==> src/rtl/bsg_bp_dram_interleave_2x.sv <==
// Two-way cache-block interleave between the core memory port and two DRAM links.
// Commands are steered by one address bit; responses return to the core in command order.
module bsg_bp_dram_interleave_2x #(
  parameter int msg_width_p       = 128,
  parameter int addr_lsb_p        = 4,
  parameter int interleave_bit_p  = 6,
  parameter int max_outstanding_p = 8
) (
  input  logic                                     clk_i,
  input  logic                                     reset_i,
  input  logic [msg_width_p-1:0]                   cmd_i,
  input  logic                                     cmd_v_i,
  output logic                                     cmd_ready_o,
  output logic [msg_width_p-1:0]                   resp_o,
  output logic                                     resp_v_o,
  input  logic                                     resp_yumi_i,
  output logic [1:0][msg_width_p-1:0]              link_cmd_o,
  output logic [1:0]                               link_cmd_v_o,
  input  logic [1:0]                               link_cmd_ready_i,
  input  logic [1:0][msg_width_p-1:0]              link_resp_i,
  input  logic [1:0]                               link_resp_v_i,
  output logic [1:0]                               link_resp_yumi_o,
  output logic [$clog2(max_outstanding_p+1)-1:0]   outstanding_o,
  output logic                                     error_o
);

  localparam int dest_bit_lp = addr_lsb_p + interleave_bit_p;
  localparam int ptr_w_lp    = $clog2(max_outstanding_p);
  localparam int cnt_w_lp    = $clog2(max_outstanding_p+1);

  // Handshakes: a transfer happens on a cycle where valid and ready (or valid and yumi)
  // are both high; valid never waits on ready, and cmd_ready_o depends only on flops.

  logic [1:0][msg_width_p-1:0] in_mem_r;
  logic                        in_rd_r, in_wr_r;
  logic [1:0]                  in_count_r;
  logic                        live_r;
  logic                        in_push, in_empty, in_full;
  logic [msg_width_p-1:0]      head;
  logic                        dest, can_issue, dispatch;

  logic [max_outstanding_p-1:0] ord_mem_r;
  logic [ptr_w_lp:0]            ord_rd_r, ord_wr_r;
  logic [cnt_w_lp-1:0]          count_r;
  logic                         ord_empty, head_link, resp_pop;

  logic stray, stray_r, error_r;

  assign in_empty    = (in_count_r == 2'd0);
  assign in_full     = (in_count_r == 2'd2);
  assign cmd_ready_o = live_r & ~in_full;
  assign in_push     = cmd_v_i & cmd_ready_o;

  assign head      = in_mem_r[in_rd_r];
  assign dest      = head[dest_bit_lp];
  // The credit compare uses the registered count, so a same-cycle pop frees nothing.
  assign can_issue = ~in_empty & (count_r < cnt_w_lp'(max_outstanding_p));
  assign dispatch  = can_issue & link_cmd_ready_i[dest];

  assign link_cmd_o[0]   = head;
  assign link_cmd_o[1]   = head;
  assign link_cmd_v_o[0] = can_issue & ~dest;
  assign link_cmd_v_o[1] = can_issue & dest;

  assign ord_empty = (ord_rd_r == ord_wr_r);
  assign head_link = ord_mem_r[ord_rd_r[ptr_w_lp-1:0]];

  assign resp_o              = link_resp_i[head_link];
  assign resp_v_o            = ~ord_empty & link_resp_v_i[head_link];
  assign resp_pop            = resp_v_o & resp_yumi_i;
  assign link_resp_yumi_o[0] = resp_pop & ~head_link;
  assign link_resp_yumi_o[1] = resp_pop & head_link;

  assign outstanding_o = count_r;
  assign error_o       = error_r;
  assign stray         = (|link_resp_v_i) & ord_empty;

  always_ff @(posedge clk_i or posedge reset_i) begin
    if (reset_i) begin
      in_mem_r   <= '0;
      in_rd_r    <= 1'b0;
      in_wr_r    <= 1'b0;
      in_count_r <= 2'd0;
      live_r     <= 1'b0;
    end else begin
      live_r <= 1'b1;
      if (in_push) begin
        in_mem_r[in_wr_r] <= cmd_i;
        in_wr_r           <= ~in_wr_r;
      end
      if (dispatch) in_rd_r <= ~in_rd_r;
      in_count_r <= in_count_r + 2'(in_push) - 2'(dispatch);
    end
  end

  always_ff @(posedge clk_i or posedge reset_i) begin
    if (reset_i) begin
      ord_mem_r <= '0;
      ord_rd_r  <= '0;
      ord_wr_r  <= '0;
      count_r   <= '0;
    end else begin
      if (dispatch) begin
        ord_mem_r[ord_wr_r[ptr_w_lp-1:0]] <= dest;
        ord_wr_r <= ord_wr_r + 1'b1;
      end
      if (resp_pop) ord_rd_r <= ord_rd_r + 1'b1;
      count_r <= count_r + cnt_w_lp'(dispatch) - cnt_w_lp'(resp_pop);
    end
  end

  // A single stray cycle is tolerated; two in a row with nothing outstanding is an error.
  always_ff @(posedge clk_i or posedge reset_i) begin
    if (reset_i) begin
      stray_r <= 1'b0;
      error_r <= 1'b0;
    end else begin
      stray_r <= stray;
      error_r <= error_r | (stray & stray_r) | (resp_yumi_i & ~resp_v_o);
    end
  end

endmodule

==> config.mk <==
export PLATFORM = sky130hd
export DESIGN_NAME = bsg_bp_dram_interleave_2x
export DESIGN_NICKNAME = d
export VERILOG_FILES = /design/src/rtl/bsg_bp_dram_interleave_2x.sv
export SDC_FILE = /design/constraint.sdc
export NUM_CORES = 1
export LEC_CHECK = 0
export ABC_CLOCK_PERIOD_IN_PS = 16900
export CORE_AREA = 8 8 299 301
export CTS_CLUSTER_DIAMETER = 50
export DETAILED_ROUTE_END_ITERATION = 10
export DIE_AREA = 0 0 307 309
export SYNTH_ARGS = -nofsm -noshare
export SYNTH_HDL_FRONTEND = slang
export SYNTH_SLANG_ARGS = --single-unit
==> constraint.sdc <==
create_clock -name clk_i -period 16.9 [get_ports clk_i]
set_clock_uncertainty 0.1 [all_clocks]
set_input_delay 3.38 -clock clk_i [delete_from_list [all_inputs] [get_ports clk_i]]
set_output_delay 3.38 -clock clk_i [all_outputs]
set_load 0.05 [all_outputs]
# Word-level counts from Yosys, hierarchy flattened
# Index checks and enable logic that the tools add are counted.
[word_totals] inputBits=392 out_inout_bits=395 elab_cells=72 register_bits=283
[classes] muxes=16 n_eq_ne=2 n_lt_le_gt_ge=9 reduce_logical=4 bitwise=23 addsub=6
[ops] operator="128-bit 2-to-1 mux" n=5
[ops] operator="256-bit bitwise mux" n=1
[ops] operator="128-bit demux with 1-bit select" n=1
[ops] operator="1-bit bitwise AND" n=13
[ops] operator="4-bit by 1-bit adder with 4-bit output, second input constant" n=2
[ops] operator="8-bit bitwise mux" n=1
[ops] operator="1-bit by 2-bit < comparator with 1-bit output, second input constant" n=4
[ops] operator="3-bit by 4-bit < comparator with 1-bit output, second input constant" n=2
[ops] operator="1-bit NOT" n=8
[ops] operator="1-bit 2-to-1 mux" n=6
[ops] operator="4-bit by 1-bit adder with 4-bit output" n=1
[ops] operator="4-bit equality test" n=1
[ops] operator="4-bit < comparator, second input constant" n=1
[ops] operator="4-bit by 1-bit subtractor with 4-bit output" n=1
[ops] operator="1-bit binary-select mux with 3-bit select" n=1
[ops] operator="1-bit demux with 3-bit select" n=1
[ops] operator="3-bit by 1-bit greater-or-equal comparator with 1-bit output, second input constant" n=1
[ops] operator="2-bit by 1-bit adder with 2-bit output" n=1
[ops] operator="2-bit equality test, second input constant" n=1
[ops] operator="1-bit logical AND" n=2
[ops] operator="2-bit zero test" n=1
[ops] operator="1-bit bitwise OR" n=2
[ops] operator="2-bit OR reduction" n=1
[ops] operator="2-bit by 1-bit subtractor with 2-bit output" n=1
[ops] operator="1-bit greater-or-equal comparator, second input constant" n=1

# Logic depth before layout (Yosys ltp)
[depth] ltp_word=8 mapped_depth=10 ltp_nobuf=9

# Least setup slack after synthesis
# OpenSTA, ideal clock, no wires.
[synth_path] kind="input-to-output" start="input resp_yumi_i" end="output link_resp_yumi_o[1]" cell_stages=2 setup_slack_ps=8906 t_arrival_ps=4514 path_cell_list="nand2_1 -> nor3_1"
[synth_between] elab_chain_len=2
[synth_rtl] element="from (decl)" line="16" rtl="input logic resp_yumi_i,"
[synth_rtl] element="1-bit bitwise AND" line="70" rtl="assign resp_pop = resp_v_o & resp_yumi_i;"
[synth_rtl] element="1-bit bitwise AND" line="72" rtl="assign link_resp_yumi_o[1] = resp_pop & head_link;"
[synth_rtl] element="to (decl)" line="22" rtl="output logic [1:0] link_resp_yumi_o,"
# Every way passes these cells.

# Final worst setup path
[layout_path] start="input link_resp_v_i[0]" end="output link_resp_yumi_o[0]"
[layout_between] elab_chain_len=5
[layout_rtl] element="from (decl)" line="21" rtl="input logic [1:0] link_resp_v_i,"
[layout_rtl] element="1-bit 2-to-1 mux (implied by the code) (2 in a row)" line="69" rtl="assign resp_v_o = ~ord_empty & link_resp_v_i[head_link];"
[layout_rtl] element="1-bit bitwise AND" line="69"
[layout_rtl] element="1-bit bitwise AND" line="70"
[layout_rtl] element="1-bit bitwise AND" line="71" rtl="assign link_resp_yumi_o[0] = resp_pop & ~head_link;"
# Every way passes these cells. The select of a mux whose other input is x is not followed.

==> metrics.yaml <==
critical_path:
  critical_path.top_delay_family: "buffers and inverters"
  worst_path_largest_cell_delay_ns: 0.84
  worstPathArrival_ns: 5.20
  critical_path_buf_inv_count: 2
  crit_required_ns: 13.42
  crit_path_cell_trace: "clkdlybuf4s50_1 -> nand2_1 -> a41oi_1 -> and2_1 -> clkdlybuf4s50_1"
  critPathCaptureType: "primary output"
  cpMaxStageDelayCell: "sky130_fd_sc_hd__clkdlybuf4s50_1"
  timing_worst_setup_path_type: "in -> out"
  cp_max_fo: 4
  critical_path.startpoint_type: "primary input"
  timing.critical_path.mode_cell: "sky130_fd_sc_hd__clkdlybuf4s50_1"
sta:
  layout_worst_path_cycle_share_pct: 51.4
  worst_relative_slew_slack_pct: 27.5
  rsz0062_at_grt: "false"
  slew_viol_final: 0
  fin_crit_ns: 8.68
  hold_violations: 0
  max_slew.worst_pin.slew_ns: 1.09
  totalNegativeSetupSlack_ns: 0
  max_freq_ghz: 0.115
  final-setup-viol-count: 0
  post-route-worst-setup-slack_ns: 8.22
min_path:
  worstHoldPathType: "reg -> reg"
floorplanning:
  dieHeight_um: 309
  design.die.area_sq_um: 94900
  core.rowCount: 107
  floorplan.die.width_um: 307
  initial_core_util_pct: 17.6
  io_pins: 787
  core_sq_um: 84600
cts:
  tritoncts_num_sinks: 283
  cts_repair_resize_count: 0
  cts_post_setup_buffers_inserted: 0
  htreeDepth: 2
  hold_buffers: 0
  cts_tree: "built"
  cts-root-buf: "sky130_fd_sc_hd__clkbuf_16"
  max_buffers_root_to_sink: 3
  path_clk_slew_ns: 0.06
  worst_skew_late_latency_ns: 0.55
  tritoncts.num_buffers: 46
yosys:
  synth_cell_types: 40
  yosys_warnings: 0
  synth_top_area_cell: "sky130_fd_sc_hd__dfrtp_1"
  synthCells: 1073
  count_of_flip_flops_with_a_built_in_enable_after_synthesis: 0
  ff_latch_count_synth: 283
  avgSynthCellArea_sq_um: 13.9
  yosys.cell_count.top_type: "sky130_fd_sc_hd__mux2_2"
  mappedNetlistNets: 1473
  synth-seq-area-share_pct: 47.6
  synth_common_cells: "sky130_fd_sc_hd__mux2_2 (517), sky130_fd_sc_hd__dfrtp_1 (283), sky130_fd_sc_hd__buf_4 (130), sky130_fd_sc_hd__clkbuf_1 (29), sky130_fd_sc_hd__buf_2 (17)"
  async_reset_ff_share_pct: 100
  most_instantiated_flip_flop_cell_in_the_synthesis_netlist: "sky130_fd_sc_hd__dfrtp_1"
  netlist_top_cells_area: "sky130_fd_sc_hd__dfrtp_1 (48%), sky130_fd_sc_hd__mux2_2 (39%), sky130_fd_sc_hd__buf_4 (6.6%)"
  syn_area_sq_um: 14900
  post-synth-top-area-fraction_pct: 47.6
detailed_routing:
  vias_per_cell: 3.86
  detail_route.wirelength_mm: 67.6
  detail_route.drc_violations: 0
  ant_nets: 0
  routed-via-count: 11300
  routed_wire_length_per_instance_um: 23.1
  drt_iter0_drc: 370
  firstDrtPassIters: 6
cells_and_area:
  drive_above_1_share_pct: 35.1
  areaGrowthSynthToFinish_pct: 65.4
  fin_nets: 2131
  layout.filler_cells: 8644
global_routing:
  grt_antenna_before_repair: 25
  grt_overflow_total: 0
  global_route.usage.total_pct: 13.4
  grt_max_degree: 82
  global_route_wire_length_before_repair_mm: 93.7
  grt_pass1_vias: 12900
place:
  gpl.final_weighted_congestion: 1.06
  placement.setup.worst_slack_ns: 8.23
  place.detailed.hpwl_mm: 54.9
  placement.io_buffers: 786
run_status:
  status: "finished clean"
job:
  maxCapViolCount: 0
registers in the layout (all words and copies together), names as in the netlist:
register       cells
in_rd_r            1
ord_mem_r          8
outstanding_o      4
ord_rd_r           4
in_wr_r            1
ord_wr_r           4
live_r             1
error_o            1
in_mem_r         256
stray_r            1
in_count_r         2
area by class of cell:
type	instances	area (sq um)	area share, %
Antenna cell	9	22.5	0.0915
Clock buffer	53	1230	4.99
Clock inverter	32	357	1.45
Inverter	7	33.8	0.137
Multi-Input combinational cell	594	6480	26.3
Sequential cell	283	7090	28.8
Tap cell	1144	1430	5.82
Timing Repair Buffer	799	7970	32.4
routing by layer:
layer	vias up	share of wire [%]	track usage, %
met4	16	5.1	6.31
li1	5017	-	-
met1	5627	32	12.3
met2	508	55	26.2
met5	-	0.17	0
met3	110	7.9	4.61
logic make-up (layout without fill, tap and decap cells):
group                    count (synthesis)  count (layout)  share of synthesized area [%]
multiplexers                           524             524                           39.9
flip-flops                             283             283                           47.6
buffers and inverters                  196             891                           8.93
AND/OR/NAND/NOR                         28              28                           1.08
XOR/XNOR                                17              17                           1.00
AO/OA/AOI/OAI                           16              16                          0.757
adder cells (fa/ha/maj)                  8               8                          0.723
other                                    1              10                         0.0252
placed cells by master (no fill, tap or decap), types with 3 or more instances in the layout:
| master | count |
|---|---|
| sky130_fd_sc_hd__a41oi_1 | 4 |
| sky130_fd_sc_hd__mux2i_1 | 3 |
| sky130_fd_sc_hd__diode_2 | 9 |
| sky130_fd_sc_hd__clkdlybuf4s50_1 | 786 |
| sky130_fd_sc_hd__clkbuf_16 | 47 |
| sky130_fd_sc_hd__dfrtp_1 | 282 |
| sky130_fd_sc_hd__mux2_2 | 517 |
| sky130_fd_sc_hd__clkbuf_8 | 3 |
| sky130_fd_sc_hd__clkinvlp_4 | 7 |
| sky130_fd_sc_hd__nand2_1 | 9 |
| sky130_fd_sc_hd__bufinv_16 | 4 |
| sky130_fd_sc_hd__inv_8 | 4 |
| sky130_fd_sc_hd__clkinv_2 | 5 |
| sky130_fd_sc_hd__inv_6 | 5 |
| sky130_fd_sc_hd__buf_4 | 13 |
| sky130_fd_sc_hd__clkinv_4 | 7 |
| sky130_fd_sc_hd__nor2_1 | 5 |
| sky130_fd_sc_hd__inv_1 | 5 |
| sky130_fd_sc_hd__clkbuf_1 | 3 |
| sky130_fd_sc_hd__xor2_1 | 5 |
| sky130_fd_sc_hd__xnor2_1 | 12 |
| sky130_fd_sc_hd__ha_1 | 7 |
| sky130_fd_sc_hd__o21ai_0 | 3 |
worst register-to-register path, stage by stage (launching register included):
cell and delay [ns]:
sky130_fd_sc_hd__dfrtp_1 0.51, sky130_fd_sc_hd__mux4_2 0.58, sky130_fd_sc_hd__mux2i_4 0.16, sky130_fd_sc_hd__buf_4 0.56, sky130_fd_sc_hd__mux2i_1 0.60, sky130_fd_sc_hd__or2_2 0.24, sky130_fd_sc_hd__ha_1 0.23, sky130_fd_sc_hd__a21o_1 0.17
sky130_fd_sc_hd__a21oi_1 0.19, sky130_fd_sc_hd__xnor2_1 0.09
stage by stage:
| step | utilization [%] | instances | area [sq um] | hold slack [ns] |
|---|---|---|---|---|
| 2_1_floorplan | - | 1073 | 14900 | 0.360 |
| 3_3_place_gp | 27.2 | 2827 | 23000 | 0.379 |
| 3_5_place_dp | 27.2 | 2827 | 23000 | 0.382 |
| 4_1_cts | 29.1 | 2912 | 24600 | 0.393 |
| 5_1_grt | 29.1 | 2915 | 24600 | 0.411 |
| 6_report | 29.1 | 2921 | 24600 | 0.393 |
path summary, 6_finish.rpt:
kind	startpoint	end	slack, ns	depth (start not counted)
min	ord_wr_r[3]	ord_wr_r[3]	0.39	1
min reg2reg	ord_wr_r[3]	ord_wr_r[3]	0.39	1
max in group asynchronous	reset_i	ord_mem_r[1]	11.30	4
min in group asynchronous	reset_i	in_mem_r[171]	3.19	2
max reg2reg	ord_rd_r[0]	outstanding_o[3]	13.35	9
max	link_resp_v_i[0]	link_resp_yumi_o[0]	8.22	5
Power is not shown: default switching activity piles up to over one toggle a cycle in this logic, so the estimate is an artifact.
